<file path="src/rtl/wb_arbiter_rr_2.sv">
// Two-master Wishbone round-robin arbiter in front of one shared slave.
// The grant is held for the owner's whole CYC; one dead cycle separates owners.
module wb_arbiter_rr_2 #(
    parameter int unsigned DATA_WIDTH   = 32,
    parameter int unsigned ADDR_WIDTH   = 32,
    parameter int unsigned SELECT_WIDTH = DATA_WIDTH / 8
) (
    input  logic                    clk,
    input  logic                    rst,

    input  logic [ADDR_WIDTH-1:0]   wbm0_adr_i,
    input  logic [DATA_WIDTH-1:0]   wbm0_dat_i,
    output logic [DATA_WIDTH-1:0]   wbm0_dat_o,
    input  logic                    wbm0_we_i,
    input  logic [SELECT_WIDTH-1:0] wbm0_sel_i,
    input  logic                    wbm0_stb_i,
    output logic                    wbm0_ack_o,
    input  logic                    wbm0_cyc_i,

    input  logic [ADDR_WIDTH-1:0]   wbm1_adr_i,
    input  logic [DATA_WIDTH-1:0]   wbm1_dat_i,
    output logic [DATA_WIDTH-1:0]   wbm1_dat_o,
    input  logic                    wbm1_we_i,
    input  logic [SELECT_WIDTH-1:0] wbm1_sel_i,
    input  logic                    wbm1_stb_i,
    output logic                    wbm1_ack_o,
    input  logic                    wbm1_cyc_i,

    output logic [ADDR_WIDTH-1:0]   wbs_adr_o,
    output logic [DATA_WIDTH-1:0]   wbs_dat_o,
    input  logic [DATA_WIDTH-1:0]   wbs_dat_i,
    output logic                    wbs_we_o,
    output logic [SELECT_WIDTH-1:0] wbs_sel_o,
    output logic                    wbs_stb_o,
    input  logic                    wbs_ack_i,
    output logic                    wbs_cyc_o
);

    typedef enum logic {
        IDLE  = 1'b0,
        OWNED = 1'b1
    } state_e;

    state_e state_q;
    logic   grant_sel_q;
    logic   last_sel_q;
    logic   grant_sel_d;
    logic   gnt_cyc;
    logic   gnt_stb;
    logic   owned;
    logic   route_m1;

    // Lone requester wins; on a tie the master that did not win last time goes.
    always_comb begin
        grant_sel_d = wbm1_cyc_i;
        if (wbm0_cyc_i && wbm1_cyc_i) begin
            grant_sel_d = ~last_sel_q;
        end
    end

    assign gnt_cyc = grant_sel_q ? wbm1_cyc_i : wbm0_cyc_i;
    assign gnt_stb = grant_sel_q ? wbm1_stb_i : wbm0_stb_i;

    always_ff @(posedge clk or posedge rst) begin
        if (rst) begin
            state_q     <= IDLE;
            grant_sel_q <= 1'b0;
            last_sel_q  <= 1'b1;
        end else begin
            case (state_q)
                IDLE: begin
                    if (wbm0_cyc_i || wbm1_cyc_i) begin
                        state_q     <= OWNED;
                        grant_sel_q <= grant_sel_d;
                        last_sel_q  <= grant_sel_d;
                    end
                end
                OWNED: begin
                    if (!gnt_cyc) begin
                        state_q <= IDLE;
                    end
                end
            endcase
        end
    end

    // Gating with rst kills the slave cycle and acks without waiting for an edge.
    assign owned    = (state_q == OWNED) && !rst;
    assign route_m1 = owned && grant_sel_q;

    always_comb begin
        wbs_adr_o = wbm0_adr_i;
        wbs_dat_o = wbm0_dat_i;
        wbs_we_o  = wbm0_we_i;
        wbs_sel_o = wbm0_sel_i;
        if (route_m1) begin
            wbs_adr_o = wbm1_adr_i;
            wbs_dat_o = wbm1_dat_i;
            wbs_we_o  = wbm1_we_i;
            wbs_sel_o = wbm1_sel_i;
        end
    end

    assign wbs_cyc_o  = owned && gnt_cyc;
    assign wbs_stb_o  = owned && gnt_cyc && gnt_stb;
    // Cyc qualification drops a late slave ack once the owner has let go.
    assign wbm0_ack_o = owned && !grant_sel_q && wbs_ack_i && wbm0_cyc_i;
    assign wbm1_ack_o = owned &&  grant_sel_q && wbs_ack_i && wbm1_cyc_i;

    assign wbm0_dat_o = wbs_dat_i;
    assign wbm1_dat_o = wbs_dat_i;

endmodule

</file>
<file path="config.mk">
export PLATFORM = sky130hd
export DESIGN_NAME = wb_arbiter_rr_2
export DESIGN_NICKNAME = d
export VERILOG_FILES = /design/src/rtl/wb_arbiter_rr_2.sv
export SDC_FILE = /design/constraint.sdc
export NUM_CORES = 1
export LEC_CHECK = 0
export BUFFER_PORTS_ARGS = -buffer_cell sky130_fd_sc_hd__buf_4
export CAP_MARGIN = 20
export CORE_AREA = 3 3 121 123
export CTS_BUF_LIST = sky130_fd_sc_hd__clkbuf_2
export CTS_CLUSTER_DIAMETER = 80
export DETAILED_ROUTE_END_ITERATION = 8
export DIE_AREA = 0 0 124 126
export GPL_TIMING_DRIVEN = 0
export HOLD_SLACK_MARGIN = 0.1
export SYNTH_ARGS = -nofsm -noshare
export SYNTH_HDL_FRONTEND = slang
export SYNTH_SLANG_ARGS = --single-unit
</file>
<file path="constraint.sdc">
create_clock -name clk -period 1.3 [get_ports clk]
set_input_delay 0.13 -clock clk [delete_from_list [all_inputs] [get_ports clk]]
set_output_delay 0.13 -clock clk [all_outputs]
set_load 0.005 [all_outputs]
</file>
==> flow_metrics.py, run 1 <==
metrics = {
    "power_and_ir_drop": {
        "cellPowerDensity_mw_per_mm2": 765,
        "total_power_uw": 3440,
        "peakVddDrop_uv": 450,
        "leakage_uw": 0.00253,
    },
    "logic_synthesis": {
        "synth.avg_cell_area_um2": 9.43,
        "ys_ff_latch": 3,
        "syn_nets": 340,
        "synth_area_mm2": 0.00154,
        "syn_inst": 163,
        "ys_types": 19,
        "yosysWarningCount": 0,
        "ys_seq_area_share_pct": 4.97,
    },
    "floorplan": {
        "num_io_pins": 314,
        "rows": 43,
        "core_area_mm2": 0.0138,
        "dieArea_mm2": 0.0156,
        "start_util_pct": 11.2,
        "die_w_um": 124,
        "die_h_um": 126,
    },
    "global_routing": {
        "grt_max_degree": 11,
        "grt_util_all_layers_pct": 9.16,
        "grt_pass1_wl_um": 11400,
        "antenna_found_initial": 0,
        "grt_pass1_vias": 2391,
        "grt.overflow.total": 0,
    },
    "hold_path": {
        "min_from": "wbm1_cyc_i",
        "hold_end": "state_q",
        "worstHoldPathType": "input pin to flip-flop",
        "min_path_cells": 3,
    },
    "route": {
        "routedWlPerCell_um": 13.8,
        "route.detailed.drc": 0,
        "vias": 2305,
        "first_pass_iters": 4,
        "via_per_inst": 3.60,
        "routed_wirelength_um": 8850,
        "ant_nets": 0,
        "drt_iter0_markers": 19,
    },
    "critical_path": {
        "reg2regPathDepth": 3,
        "cp.required_ns": 1.17,
        "critPathMaxFanout": 5,
        "arrival_ns": 1.53,
        "rr_startpoint": "state_q",
        "rrSetupSlack_ns": 0.25,
        "cp-start-kind": "flip-flop",
        "r2r-end": "grant_sel_q",
        "critPathKind": "flip-flop to output port",
        "end_kind": "output port",
    },
    "sta": {
        "fmax_mhz": 603,
        "min_period_over_period_pct": 127,
        "fin_ws_ns": -0.357,
        "hold_viol_final": 0,
        "max_slew_margin_pct": 87.6,
        "setup_viol": 70,
        "worst_slew_pin_slew_ns": 0.185,
        "finClkSkew_ns": 0.00133,
        "finalCriticalPeriod_ns": 1.66,
        "rsz0062_at_grt": "yes",
        "finalMaxSlewViolations": 0,
    },
    "clocking": {
        "cts_root_buf": "clkbuf_2",
        "cts_num_sinks": 3,
        "htree_levels": 1,
        "cts_tree": "built",
        "clockBufferDepth": 2,
        "path_clk_slew_ns": 0.04,
        "clk_latency_ns": 0.20,
        "numCtsBuffers": 3,
    },
    "final_layout": {
        "diodes": 0,
        "final_common_cell": "buf_4",
        "layout-drive-gt1-share_pct": 96.5,
        "fillCellCount": 1406,
        "syn2layout_area_growth_pct": 193,
        "layout_common_cells": "buf_4 (303), buf_6 (48), mux2_4 (47), mux2_2 (22), buf_12 (6)",
        "final_nets": 638,
    },
    "placement": {
        "gp_congestion": 0.835,
        "hpwl_um": 7570,
        "preCtsSetupSlack_ns": -0.429,
        "io_buffers": 281,
    },
    "flow_run": {
        "drv_cap": 0,
    },
    "run_status": {
        "status": "finished with violations",
        "violations": "negative setup slack",
    },
}
==> per-stage QoR <==
stage	TNS [ns]	instances	cell area, um^2	hold WS (ns)	utilization [%]
floorplan	0	163	1540	-0.117	-
global placement	-23.99	624	3870	0.0251	28.1
detailed placement	-24.30	624	3870	0.0325	28.1
CTS	-23.60	639	4230	0.213	30.7
global route	-24.89	640	4500	0.215	32.7
finish	-20.06	640	4500	0.230	32.7
==> critical path: stages, from the launching register on <==
cell      delay (ns)
dfrtp_2         0.38
nand3b_4        0.12
buf_12          0.16
buf_12          0.12
buf_16          0.13
mux2_4          0.29
buf_6           0.11
==> synthesized netlist by cell type <==
master	number	area share, %
nor3b_1	1	0.49
mux2_2	59	43
a32o_1	1	0.65
nor2_1	3	0.73
dfrtp_1	2	3.3
a31oi_1	1	0.41
nand3b_2	1	0.73
dfstp_2	1	1.7
buf_2	5	1.6
nand3b_1	2	0.98
nand2_1	2	0.49
inv_1	2	0.49
a21oi_1	2	0.65
buf_6	2	1.5
a21o_1	1	0.49
mux2_4	10	9.8
nand2b_1	3	1.2
nand3_1	1	0.33
buf_4	64	31
==> layer usage <==
metal  share of wire [%]  GRT usage [%]
met4                0.31           1.35
met5                   0              0
met3                  12           2.02
met2                  53           17.7
met1                  35           10.3
==> cell families (layout without fill, tap and decap cells) <==
| family | after synthesis | count (layout) | share of synthesized area, % |
|---|---|---|---|
| multiplexers | 69 | 69 | 53.0 |
| flip-flops | 3 | 3 | 4.97 |
| AO/OA/AOI/OAI | 5 | 5 | 2.20 |
| AND/OR/NAND/NOR | 13 | 13 | 4.97 |
| buffers and inverters | 73 | 370 | 34.9 |
==> state kept, by name, summed over array words and instances (netlist names) <==
register and cells:
state_q 1, last_sel_q 1, grant_sel_q 1
==> cell type report <==
| type | instances | area (um^2) | area share [%] |
|---|---|---|---|
| timing repair buffer | 295 | 2510 | 55.7 |
| tap | 180 | 225 | 5.01 |
| inverter | 2 | 7.51 | 0.167 |
| buffer | 69 | 571 | 12.7 |
| multi-input combinational | 87 | 1090 | 24.2 |
| sequential | 3 | 78.8 | 1.75 |
| clock buffer | 4 | 20.0 | 0.445 |
==> report_power, final <==
group	total (uW)	switching [uW]	leakage [uW]	internal, uW
Clock	129	48.2	0.0000166	81.2
Combinational	3120	976	0.00248	2140
Sequential	194	41.0	0.0000317	153
Total	3440	1070	0.00253	2380
==> repair_timing <==
action                                  4_1_cts  5_1_grt
buffers inserted                              9        1
gates cloned                                  1        3
endpoints found under the hold margin         3        0
pin swaps                                     2        1
endpoints found under the setup margin       69       72
gates resized for setup                      54       60
hold buffers                                  1        0
==> worst max path at each step <==
| stage | startpoint | to | slack (ns) | depth (start not counted) |
|---|---|---|---|---|
| floorplan | state_q | wbs_adr_o[21] | 0.007 | 4 |
| global placement | state_q | wbs_adr_o[21] | -0.42 | 5 |
| detailed placement | state_q | wbs_adr_o[21] | -0.43 | 5 |
| CTS | state_q | wbs_adr_o[13] | -0.38 | 5 |
| global route | state_q | wbs_adr_o[29] | -0.43 | 6 |
| finish | state_q | wbs_adr_o[24] | -0.36 | 6 |
(Power assumes the default switching activity.)
==> run 2: changes to the inputs <==
--- a/config.mk
+++ b/config.mk
@@ -5,13 +5,14 @@
 export SDC_FILE = /design/constraint.sdc
 export NUM_CORES = 1
 export LEC_CHECK = 0
+export ABC_AREA = 1
 export BUFFER_PORTS_ARGS = -buffer_cell sky130_fd_sc_hd__buf_4
-export CAP_MARGIN = 20
-export CORE_AREA = 3 3 121 123
+export CAP_MARGIN = 0
+export CORE_AREA = 3 3 123 125
 export CTS_BUF_LIST = sky130_fd_sc_hd__clkbuf_2
 export CTS_CLUSTER_DIAMETER = 80
 export DETAILED_ROUTE_END_ITERATION = 8
-export DIE_AREA = 0 0 124 126
+export DIE_AREA = 0 0 126 128
 export GPL_TIMING_DRIVEN = 0
 export HOLD_SLACK_MARGIN = 0.1
 export SYNTH_ARGS = -nofsm -noshare
==> flow_metrics.py, run 2 <==
metrics = {
    "run_status": {
        "status": "finished with violations",
        "violations": "negative setup slack",
    },
    "global_routing": {
        "grt_max_degree": 11,
        "antenna_found_initial": 0,
        "grt.overflow.total": 0,
        "grt-busiest-layer": "met2",
        "grt_use_met2_pct": 21.8,
        "grt_pass1_vias": 2834,
        "grt_pass1_wl_um": 15000,
        "grt_util_all_layers_pct": 11.6,
        "grtUsageMet3_pct": 2.21,
        "grt_util_met1_pct": 14.2,
    },
    "power_and_ir_drop": {
        "swShare_pct": 45.6,
        "p_seq_share_pct": 4.7,
        "leakage_uw": 0.00264,
        "clkPwrFrac_pct": 3.2,
        "p_sw_uw": 1990,
        "p_comb_share_pct": 92.1,
        "cellPowerDensity_mw_per_mm2": 971,
        "peakVddDrop_uv": 567,
        "p_int_uw": 2370,
    },
    "route": {
        "routedWlPerCell_um": 13.6,
        "via_per_inst": 3.74,
        "route.detailed.drc": 0,
        "vias": 2992,
        "first_pass_iters": 4,
        "ant_nets": 0,
        "routed_wirelength_um": 10900,
        "drt_iter0_markers": 98,
    },
    "floorplan": {
        "start_util_pct": 11.8,
        "die_w_um": 126,
        "die_h_um": 128,
        "dieArea_mm2": 0.0161,
        "num_io_pins": 314,
        "rows": 43,
        "core_area_mm2": 0.0140,
    },
    "logic_synthesis": {
        "synth_top_area_share_pct": 34.7,
        "ys_seq_area_share_pct": 4.64,
        "synth_edf_count": 0,
        "syn_inst": 323,
        "synth_area_mm2": 0.00165,
        "yosysWarningCount": 0,
        "syn_nets": 500,
        "ys_ff_latch": 3,
        "ys_types": 16,
        "yosysMostFrequentCell": "nand2_1",
        "async_flop_share_pct": 100,
        "synth.avg_cell_area_um2": 5.09,
        "synth_ff_type": "dfrtp_1",
        "synth_area_leaders": "nand2_1 (35%), buf_4 (29%), nand3_1 (21%)",
        "synth_commonest_cells": "nand2_1 (152), nand3_1 (70), buf_4 (64)",
        "yosysTopAreaCell": "nand2_1",
    },
    "critical_path": {
        "cp-start-kind": "flip-flop",
        "slowest_stage": "dfrtp_1",
        "crit_family": "buffers and inverters",
        "cp.required_ns": 1.17,
        "path_buf_inv": 4,
        "critPathKind": "flip-flop to output port",
        "arrival_ns": 1.45,
        "cpMostUsedCell": "nand2_2",
        "end_kind": "output port",
        "cp_cell_sequence": "inv_2 > nor2_4 > nand2_4 > buf_12 > buf_8 > nand2_2 > nand2_2 > buf_6",
        "max_stage_delay_ns": 0.36,
        "critPathMaxFanout": 7,
    },
    "final_layout": {
        "final_nets": 797,
        "layout-drive-gt1-share_pct": 67.9,
        "largest_registers": "grant_sel_q (1), last_sel_q (1), state_q (1)",
        "layout_common_cells": "buf_4 (337), nand2_1 (123), nand3_1 (68), nand2_2 (18), buf_6 (18)",
        "final_common_cell": "buf_4",
        "syn2layout_area_growth_pct": 173,
        "final_cell_count_no_fill": 799,
        "fillCellCount": 1528,
        "diodes": 0,
        "post-route-util_pct": 32.1,
    },
    "sta": {
        "worst_slew_pin_slew_ns": 0.330,
        "finClkSkew_ns": 0.000968,
        "fin_ws_ns": -0.278,
        "fin_tns_setup_ns": -15.61,
        "setup_viol": 72,
        "min_period_over_period_pct": 121,
        "max_slew_margin_pct": 77.7,
        "fmax_mhz": 634,
        "hold_viol_final": 0,
        "rsz0062_at_grt": "yes",
        "finalMaxSlewViolations": 0,
        "finalCriticalPeriod_ns": 1.58,
    },
    "clocking": {
        "cts_tree": "built",
        "clk_latency_ns": 0.21,
        "numCtsBuffers": 3,
        "clockBufferDepth": 2,
        "cts_num_sinks": 3,
        "cts_root_buf": "clkbuf_2",
        "path_clk_slew_ns": 0.05,
        "htree_levels": 1,
    },
    "placement": {
        "io_buffers": 281,
        "gp_congestion": 0.762,
        "preCtsSetupSlack_ns": -0.605,
        "hpwl_um": 8880,
        "placed_cells": 784,
    },
    "hold_path": {
        "worstHoldPathType": "input pin to flip-flop",
    },
    "flow_run": {
        "drv_cap": 0,
    },
}
## run 2: worst paths after layout
check / from / end / slack, ns / depth (start not counted)
setup reg to reg: state_q / grant_sel_q / 0.23 / 6
max in group asynchronous: rst / last_sel_q / 0.69 / 3
hold / removal: wbm1_cyc_i / last_sel_q / 0.20 / 3
hold reg to reg: last_sel_q / last_sel_q / 0.47 / 2
setup / recovery: state_q / wbs_dat_o[1] / -0.28 / 8
min in group asynchronous: rst / state_q / 0.38 / 3
## run 2: area by class of cell
cell class / instances / area, um^2 / area share [%]
plain buffers: 86 / 693 / 15.5
inverters: 5 / 21.3 / 0.474
repair buffers: 292 / 2320 / 51.8
well taps: 180 / 225 / 5.02
multi-input cells: 229 / 1120 / 25.1
flip-flops and latches: 3 / 77.6 / 1.73
clock buffers: 4 / 20.0 / 0.446
## run 2: worst reg2reg max path: stages, from the launching register on
cell and delay, ns:
dfrtp_1 0.39, inv_2 0.09, buf_4 0.11, buf_4 0.10, o21ai_0 0.13, nand2_1 0.09
nand2_1 0.05
## run 2: power by group through the flow
stage	logic (uW)	clock network, uW	registers (uW)
finish	4010	138	205
global route	4370	148	210
CTS	3860	143	200
detailed placement	3250	0	185
global placement	3250	0	185
floorplan	1460	0	179
## run 2: what timing repair did
item                       CTS  global route
resized for setup           69            36
buffers inserted             5             2
cloned                       3             0
setup endpoints to repair   75            73
hold buffers                 1             0
pin swaps                    5             7
hold endpoints to repair     3             0
## run 2: cells by family (layout without fill, tap and decap cells)
logic type             count (synthesis)  after routing  share of synthesized area, %
and+or+nand+nor                      228            228                          58.3
DFF                                    3              3                          4.64
buffers and inverters                 91            387                          36.8
AOI/OAI and AO/OA                      1              1                         0.304
## run 2: layer usage
layer  share of wire [%]  up-vias
li1                    -     1548
met1                  39     1286
met2                  53      156
met3                 8.3        2
met4               0.074        0
met5                   0        -
## run 2: per-stage QoR
| stage | hold WS, ns | instance area, um^2 | power [uW] |
|---|---|---|---|
| after global routing | 0.192 | 4480 | 4720 |
| after global placement | 0.0415 | 3980 | 3430 |
| after floorplan | -0.109 | 1650 | 1640 |
| after detailed placement | 0.0449 | 3980 | 3430 |
| final | 0.202 | 4480 | 4350 |
| after CTS | 0.176 | 4330 | 4200 |
